<file path="src/rtl/seg_scan_capture_if.sv">
// Tap-side bundle for seg_scan_capture: the multiplexed display bus in, recovered frame out.
// master drives AN/SEGMENT and observes results; slave is the capture block.
interface seg_scan_capture_if;
    logic [3:0]  AN;
    logic [7:0]  SEGMENT;
    logic [15:0] hexs;
    logic [3:0]  points;
    logic [3:0]  LEs;
    logic        valid;
    logic        frame_done;
    logic        stale;
    logic        err;

    modport master (
        output AN, SEGMENT,
        input  hexs, points, LEs, valid, frame_done, stale, err
    );

    modport slave (
        input  AN, SEGMENT,
        output hexs, points, LEs, valid, frame_done, stale, err
    );
endinterface

</file>
<file path="src/rtl/seg_scan_capture.sv">
// Recovers hex value, decimal points and blank flags from a multiplexed active-low 7-seg bus.
// Digit captured after STABLE_CYC stable clocks; frame published the cycle after all four digits are seen.
module seg_scan_capture #(
    parameter int STABLE_CYC = 4,
    parameter int TIMEOUT_W  = 20
) (
    input  logic               clk,
    input  logic               rst,
    seg_scan_capture_if.slave  bus
);
    localparam logic [7:0] STB_MAX = 8'(STABLE_CYC);
    localparam logic [7:0] STB_HIT = 8'(STABLE_CYC - 2);

    logic [11:0]          sync1_q, sync2_q, prev_q;
    logic [7:0]           stb_q, stb_d;
    logic [TIMEOUT_W-1:0] tmo_q, tmo_d;
    logic [15:0]          shex_q, shex_d, hexs_q, hexs_d;
    logic [3:0]           spts_q, spts_d, sle_q, sle_d, seen_q, seen_d;
    logic [3:0]           pts_q, pts_d, les_q, les_d;
    logic                 valid_q, valid_d, done_q, done_d;
    logic                 stale_q, stale_d, err_q, err_d;

    logic [3:0] s_an, sel_oh;
    logic [7:0] s_seg;
    logic       same, strobe, frame_cmp, tmo_full;
    logic       dec_ok, dec_blank;
    logic [3:0] dec_nib;

    always_comb begin
        s_an  = sync2_q[11:8];
        s_seg = sync2_q[7:0];
        sel_oh = ~s_an;
        same  = (sync2_q == prev_q);

        dec_ok    = 1'b1;
        dec_blank = 1'b0;
        dec_nib   = 4'h0;
        case (s_seg[6:0])
            7'h40: dec_nib = 4'h0;
            7'h79: dec_nib = 4'h1;
            7'h24: dec_nib = 4'h2;
            7'h30: dec_nib = 4'h3;
            7'h19: dec_nib = 4'h4;
            7'h12: dec_nib = 4'h5;
            7'h02: dec_nib = 4'h6;
            7'h78: dec_nib = 4'h7;
            7'h00: dec_nib = 4'h8;
            7'h10: dec_nib = 4'h9;
            7'h08: dec_nib = 4'hA;
            7'h03: dec_nib = 4'hB;
            7'h46: dec_nib = 4'hC;
            7'h21: dec_nib = 4'hD;
            7'h06: dec_nib = 4'hE;
            7'h0E: dec_nib = 4'hF;
            7'h7F: dec_blank = 1'b1;
            default: dec_ok = 1'b0;
        endcase

        stb_d = stb_q;
        if (!same)
            stb_d = 8'd0;
        else if (stb_q < STB_MAX)
            stb_d = stb_q + 8'd1;

        // One strobe per dwell: the counter passes STB_HIT only once before saturating.
        strobe    = same && (stb_q == STB_HIT) && $onehot(sel_oh);
        frame_cmp = (seen_q == 4'hF);
        tmo_full  = &tmo_q;

        seen_d = frame_cmp ? 4'h0 : seen_q;
        shex_d = shex_q;
        spts_d = spts_q;
        sle_d  = sle_q;
        err_d  = err_q;
        if (strobe) begin
            if (dec_ok) begin
                seen_d = seen_d | sel_oh;
                for (int i = 0; i < 4; i++) begin
                    if (sel_oh[i]) begin
                        shex_d[i*4 +: 4] = dec_nib;
                        spts_d[i]        = ~s_seg[7];
                        sle_d[i]         = dec_blank;
                    end
                end
            end else begin
                err_d = 1'b1;
            end
        end

        if (strobe)
            tmo_d = '0;
        else if (tmo_full)
            tmo_d = tmo_q;
        else
            tmo_d = tmo_q + TIMEOUT_W'(1);

        hexs_d  = hexs_q;
        pts_d   = pts_q;
        les_d   = les_q;
        valid_d = valid_q;
        stale_d = stale_q;
        done_d  = frame_cmp;
        // Frame completion outranks a coincident timeout.
        if (frame_cmp) begin
            hexs_d  = shex_q;
            pts_d   = spts_q;
            les_d   = sle_q;
            valid_d = 1'b1;
            stale_d = 1'b0;
        end else if (tmo_full) begin
            valid_d = 1'b0;
            stale_d = 1'b1;
        end
    end

    always_ff @(posedge clk) begin
        if (!rst) begin
            sync1_q <= '0;
            sync2_q <= '0;
            prev_q  <= '0;
            stb_q   <= '0;
            tmo_q   <= '0;
            shex_q  <= '0;
            spts_q  <= '0;
            sle_q   <= '0;
            seen_q  <= '0;
            hexs_q  <= '0;
            pts_q   <= '0;
            les_q   <= 4'hF;
            valid_q <= 1'b0;
            done_q  <= 1'b0;
            stale_q <= 1'b0;
            err_q   <= 1'b0;
        end else begin
            sync1_q <= {bus.AN, bus.SEGMENT};
            sync2_q <= sync1_q;
            prev_q  <= sync2_q;
            stb_q   <= stb_d;
            tmo_q   <= tmo_d;
            shex_q  <= shex_d;
            spts_q  <= spts_d;
            sle_q   <= sle_d;
            seen_q  <= seen_d;
            hexs_q  <= hexs_d;
            pts_q   <= pts_d;
            les_q   <= les_d;
            valid_q <= valid_d;
            done_q  <= done_d;
            stale_q <= stale_d;
            err_q   <= err_d;
        end
    end

    assign bus.hexs       = hexs_q;
    assign bus.points     = pts_q;
    assign bus.LEs        = les_q;
    assign bus.valid      = valid_q;
    assign bus.frame_done = done_q;
    assign bus.stale      = stale_q;
    assign bus.err        = err_q;
endmodule

</file>
<file path="src/flat_wrapper.sv">
// flat-port wrapper written by rule: the top's interface ports become plain ports
module seg_scan_capture_flat 
#(
    parameter int STABLE_CYC = 4,
    parameter int TIMEOUT_W  = 20
)
  (clk, rst, bus_AN, bus_SEGMENT, bus_hexs, bus_points, bus_LEs, bus_valid, bus_frame_done, bus_stale, bus_err);
  seg_scan_capture_if bus_i ();
  input  logic clk;
  input  logic rst;
  input wire logic [$bits(bus_i.AN)-1:0] bus_AN;
  input wire logic [$bits(bus_i.SEGMENT)-1:0] bus_SEGMENT;
  output wire logic [$bits(bus_i.hexs)-1:0] bus_hexs;
  output wire logic [$bits(bus_i.points)-1:0] bus_points;
  output wire logic [$bits(bus_i.LEs)-1:0] bus_LEs;
  output wire logic [$bits(bus_i.valid)-1:0] bus_valid;
  output wire logic [$bits(bus_i.frame_done)-1:0] bus_frame_done;
  output wire logic [$bits(bus_i.stale)-1:0] bus_stale;
  output wire logic [$bits(bus_i.err)-1:0] bus_err;
  assign bus_i.AN = bus_AN;
  assign bus_i.SEGMENT = bus_SEGMENT;
  assign bus_hexs = bus_i.hexs;
  assign bus_points = bus_i.points;
  assign bus_LEs = bus_i.LEs;
  assign bus_valid = bus_i.valid;
  assign bus_frame_done = bus_i.frame_done;
  assign bus_stale = bus_i.stale;
  assign bus_err = bus_i.err;
  seg_scan_capture #(.STABLE_CYC(STABLE_CYC), .TIMEOUT_W(TIMEOUT_W)) u_core (.clk(clk), .rst(rst), .bus(bus_i));
endmodule
</file>
<file path="config.mk">
export PLATFORM = sky130hd
export DESIGN_NAME = seg_scan_capture_flat
export DESIGN_NICKNAME = d
export VERILOG_FILES = /design/src/rtl/seg_scan_capture_if.sv /design/src/rtl/seg_scan_capture.sv /design/src/flat_wrapper.sv
export SDC_FILE = /design/constraint.sdc
export NUM_CORES = 1
export LEC_CHECK = 0
export BUFFER_PORTS_ARGS = -buffer_cell sky130_fd_sc_hd__buf_2
export CAP_MARGIN = 20
export CORE_ASPECT_RATIO = 0.7
export CORE_MARGIN = 4
export CORE_UTILIZATION = 51
export CTS_CLUSTER_DIAMETER = 50
export DETAILED_ROUTE_END_ITERATION = 7
export HOLD_SLACK_MARGIN = 0.1
export PLACE_DENSITY = 0.7
export SYNTH_ARGS = -nofsm -noshare
export SYNTH_HDL_FRONTEND = slang
export SYNTH_SLANG_ARGS = --single-unit
</file>
<file path="constraint.sdc">
create_clock -name clk -period 7.8 [get_ports clk]
set_clock_uncertainty 0.05 [all_clocks]
set_input_delay 1.17 -clock clk [delete_from_list [all_inputs] [get_ports clk]]
set_output_delay 1.17 -clock clk [all_outputs]
set_load 0.005 [all_outputs]
</file>
==> reports/results.txt <==
Outcome: finished clean
Gr usage total: 18.96%
Register area share after synthesis: 49.29%
R2r endpoint: u_core.tmo_q[8]
Critical-path top delay cell: nand2b_1
First-pass GRT wire length: 17.31 mm
Post-CTS Repair Setup Buffers: 0
Avg Cell Area, Syn: 9.354 um2
Worst Setup End Kind: flop
Layout area overhead: 16.51%
Mapped Area: 4873 um2
Initial antenna violation count: 0
Min cycle time layout: 3.590 ns
Gr ovfl total: 0
Clock-pin slew on the worst setup and hold paths: 0.05 ns
1st-pass router iterations: 4
Core box area: 9180 um2
Vias per cell: 5.364
Startpoint types: flop
DR WL/cell: 14.62 um
Synth warnings: 0
Top Family by Delay on Critical Path: simple AND/OR/NAND/NOR gates
Crit path largest cell delay: 0.69 ns
Worst hold margin: 0.3757 ns
Mapped Nets: 542
Share of cells above drive strength 1: 14.08%
CP cell instances: inv_1, ha_1, ha_1, fa_1, nor4bb_1, nand4_1, nor4_4, nand2b_1, nor3_1
DR DRC count: 0
Cell variety after synth: 49
Worst Path Required: 8.01 ns
Slew @ Worst Pin: 0.9570 ns
Max-slew violations: 0
Commonest non-fill, non-tap cell in the layout: dfxtp_1
Hold Path Stages: 1
Hold WC Path Type: flop to flop
# hold bufs at CTS: 0
Root buf cell: clkbuf_16
DRT iter0 DRCs: 298
Max_cap viols: 0
R2R Setup Slk: 4.21 ns
Period utilisation layout: 46.03%
RSZ-0062 raised after global routing: false
Number of buffers added on ports: 41
Antenna cell count: 0
Final Net Count: 573
Reg2reg path depth: 9
Static Leak: 2.368 nW
H-Tree Depth: 4
Final ANT Viol Nets: 0
Detailed Route WL: 10.01 mm
Die area: 11,210 um2
Critical path buffers and inverters: 1
IO Pins: 42
Post-synth EDFFs: 0
Placer congestion estimate: 0.9117
Final setup TNS: 0 ns
FF+latch count, synth: 120
Die height: 89.79 um
# resized after CTS: 0
Vias: 3,674
Crit path depth: 9
Peak VDD IR: 156.5 uV
Place WS: 4.263 ns
CTS tree: done
CP Data Arrival Time: 3.80 ns
Async SR Flop Fraction: 0%
Bufs on Longest Clock Path: 2
Die width: 124.8 um
Skew-Pair Late Insertion Delay: 0.41 ns
Vias in the first global route: 3,539
Slew headroom: 36.20%
Largest net degree at the start of global routing: 106
Commonest non-fill, non-tap cells in the layout: dfxtp_1 (120), nand2_1 (89), buf_2 (41)
Fin. Hold Viols: 0
Hold_sp: u_core.sync1_q[4]
Main synth FF type: dfxtp_1
# setup viols final: 0
Crit Path Max Fanout: 20
Hold EP: u_core.sync2_q[4]
CTS sink cnt: 120
TritonCTS buffer count: 17
Total power: 1.415 mW
CP Class: flop to flop
Initial Util: 53.09%
Critical R2R Launch: u_core.sync2_q[10]
Final worst setup slack: 4.210 ns
Row cnt: 29
Max Freq: 278.6 MHz
Pwr/cell area: 249.3 nW/um2
Most Frequent Cell on Critical Path: ha_1
Synth Instances: 521
DP Wirelength: 6.651 mm
-- flip-flops by register name, summed over array words and instances (netlist names) --
signal                 count
u_core.prev_q             12
u_core.sync1_q            12
u_core.stb_q               8
u_core.sle_q               4
u_core.bus.err             1
u_core.bus.valid           1
u_core.bus.frame_done      1
u_core.spts_q              4
u_core.bus.hexs           16
u_core.shex_q             16
u_core.bus.LEs             4
u_core.bus.points          4
u_core.sync2_q            12
u_core.bus.stale           1
u_core.seen_q              4
u_core.tmo_q              20
-- synth_stat cells (2+ instances only) --
library cell  instances  area share [%]
nor2b_1               4            0.51
mux2i_1              24             4.9
clkbuf_1             26             2.0
dfxtp_1             120              49
or3b_2                2            0.36
a21boi_0             24             3.7
o21ai_0               5            0.51
o21a_1                2            0.31
nor3_1                9            0.92
buf_2                 5            0.51
or3_1                 2            0.26
nand2b_1              2            0.26
and4_1                3            0.54
a211oi_1              2            0.31
o211ai_2              5             1.3
nand2_1              89             6.9
nand4_1              14             1.8
inv_1                 7            0.54
nor3b_1               3            0.46
and2_1               40             5.1
a311oi_1              3            0.54
xor2_1               14             2.5
o211ai_1              6            0.92
o2111ai_1             3            0.54
and3_1               11             1.4
nor2_1               27             2.1
xnor2_1              15             2.7
nor4_1                3            0.39
nand3_1              13             1.3
ha_1                  6             1.5
nor4bb_1              4            0.82
a21oi_1              11             1.1
-- how the worst max path moves through the flow --
| stage | start | end |
|---|---|---|
| floorplan | u_core.sync2_q[10] | u_core.tmo_q[16] |
| global placement | u_core.sync2_q[10] | u_core.tmo_q[19] |
| detailed placement | u_core.sync2_q[10] | u_core.tmo_q[18] |
| CTS | u_core.sync2_q[10] | u_core.tmo_q[18] |
| global route | u_core.sync2_q[10] | u_core.tmo_q[18] |
| finish | u_core.sync2_q[10] | u_core.tmo_q[8] |
-- report_power, final --
part	switching, mW	internal, mW
combinational	0.0305	0.0222
sequential	0.00950	0.623
clock	0.244	0.486
total	0.284	1.13
-- logic make-up (layout without fill, tap and decap cells) --
kind of cell	count (synthesis)	in the layout	share of synthesized area [%]
and+or+nand+nor	233	233	24.75
DFF	120	120	49.29
AOI/OAI and AO/OA	70	70	10.81
buffers and inverters	38	78	3.055
xor gates and xnor gates	29	29	5.212
muxes	24	24	4.929
adders and majority gates	7	7	1.951
-- routing by layer --
metal	track usage, %	wire length, um	vias to the layer above
li1	-	-	1857
met1	26.54	4937	1706
met2	27.11	4349	102
met3	7.346	622	9
met4	5.686	104	0
met5	0	0	-
-- area by class of cell --
| class | instances | area [um2] |
|---|---|---|
| Clock buffer | 24 | 481.7 |
| Clock inverter | 4 | 70.07 |
| Fill cell | 819 | 3502 |
| Inverter | 7 | 26.28 |
| Multi-Input combinational cell | 363 | 2322 |
| Sequential cell | 120 | 2402 |
| Tap cell | 124 | 155.1 |
| Timing Repair Buffer | 43 | 220.2 |
-- per-stage QoR --
stage / utilization [%] / cell area [um2] / instances
6_report: 61.85 / 5678 / 685
5_1_grt: 61.85 / 5678 / 685
2_1_floorplan: - / 4873 / 521
3_3_place_gp: 55.84 / 5126 / 657
4_1_cts: 61.85 / 5678 / 685
3_5_place_dp: 55.84 / 5126 / 657
(Power assumes the default switching activity.)
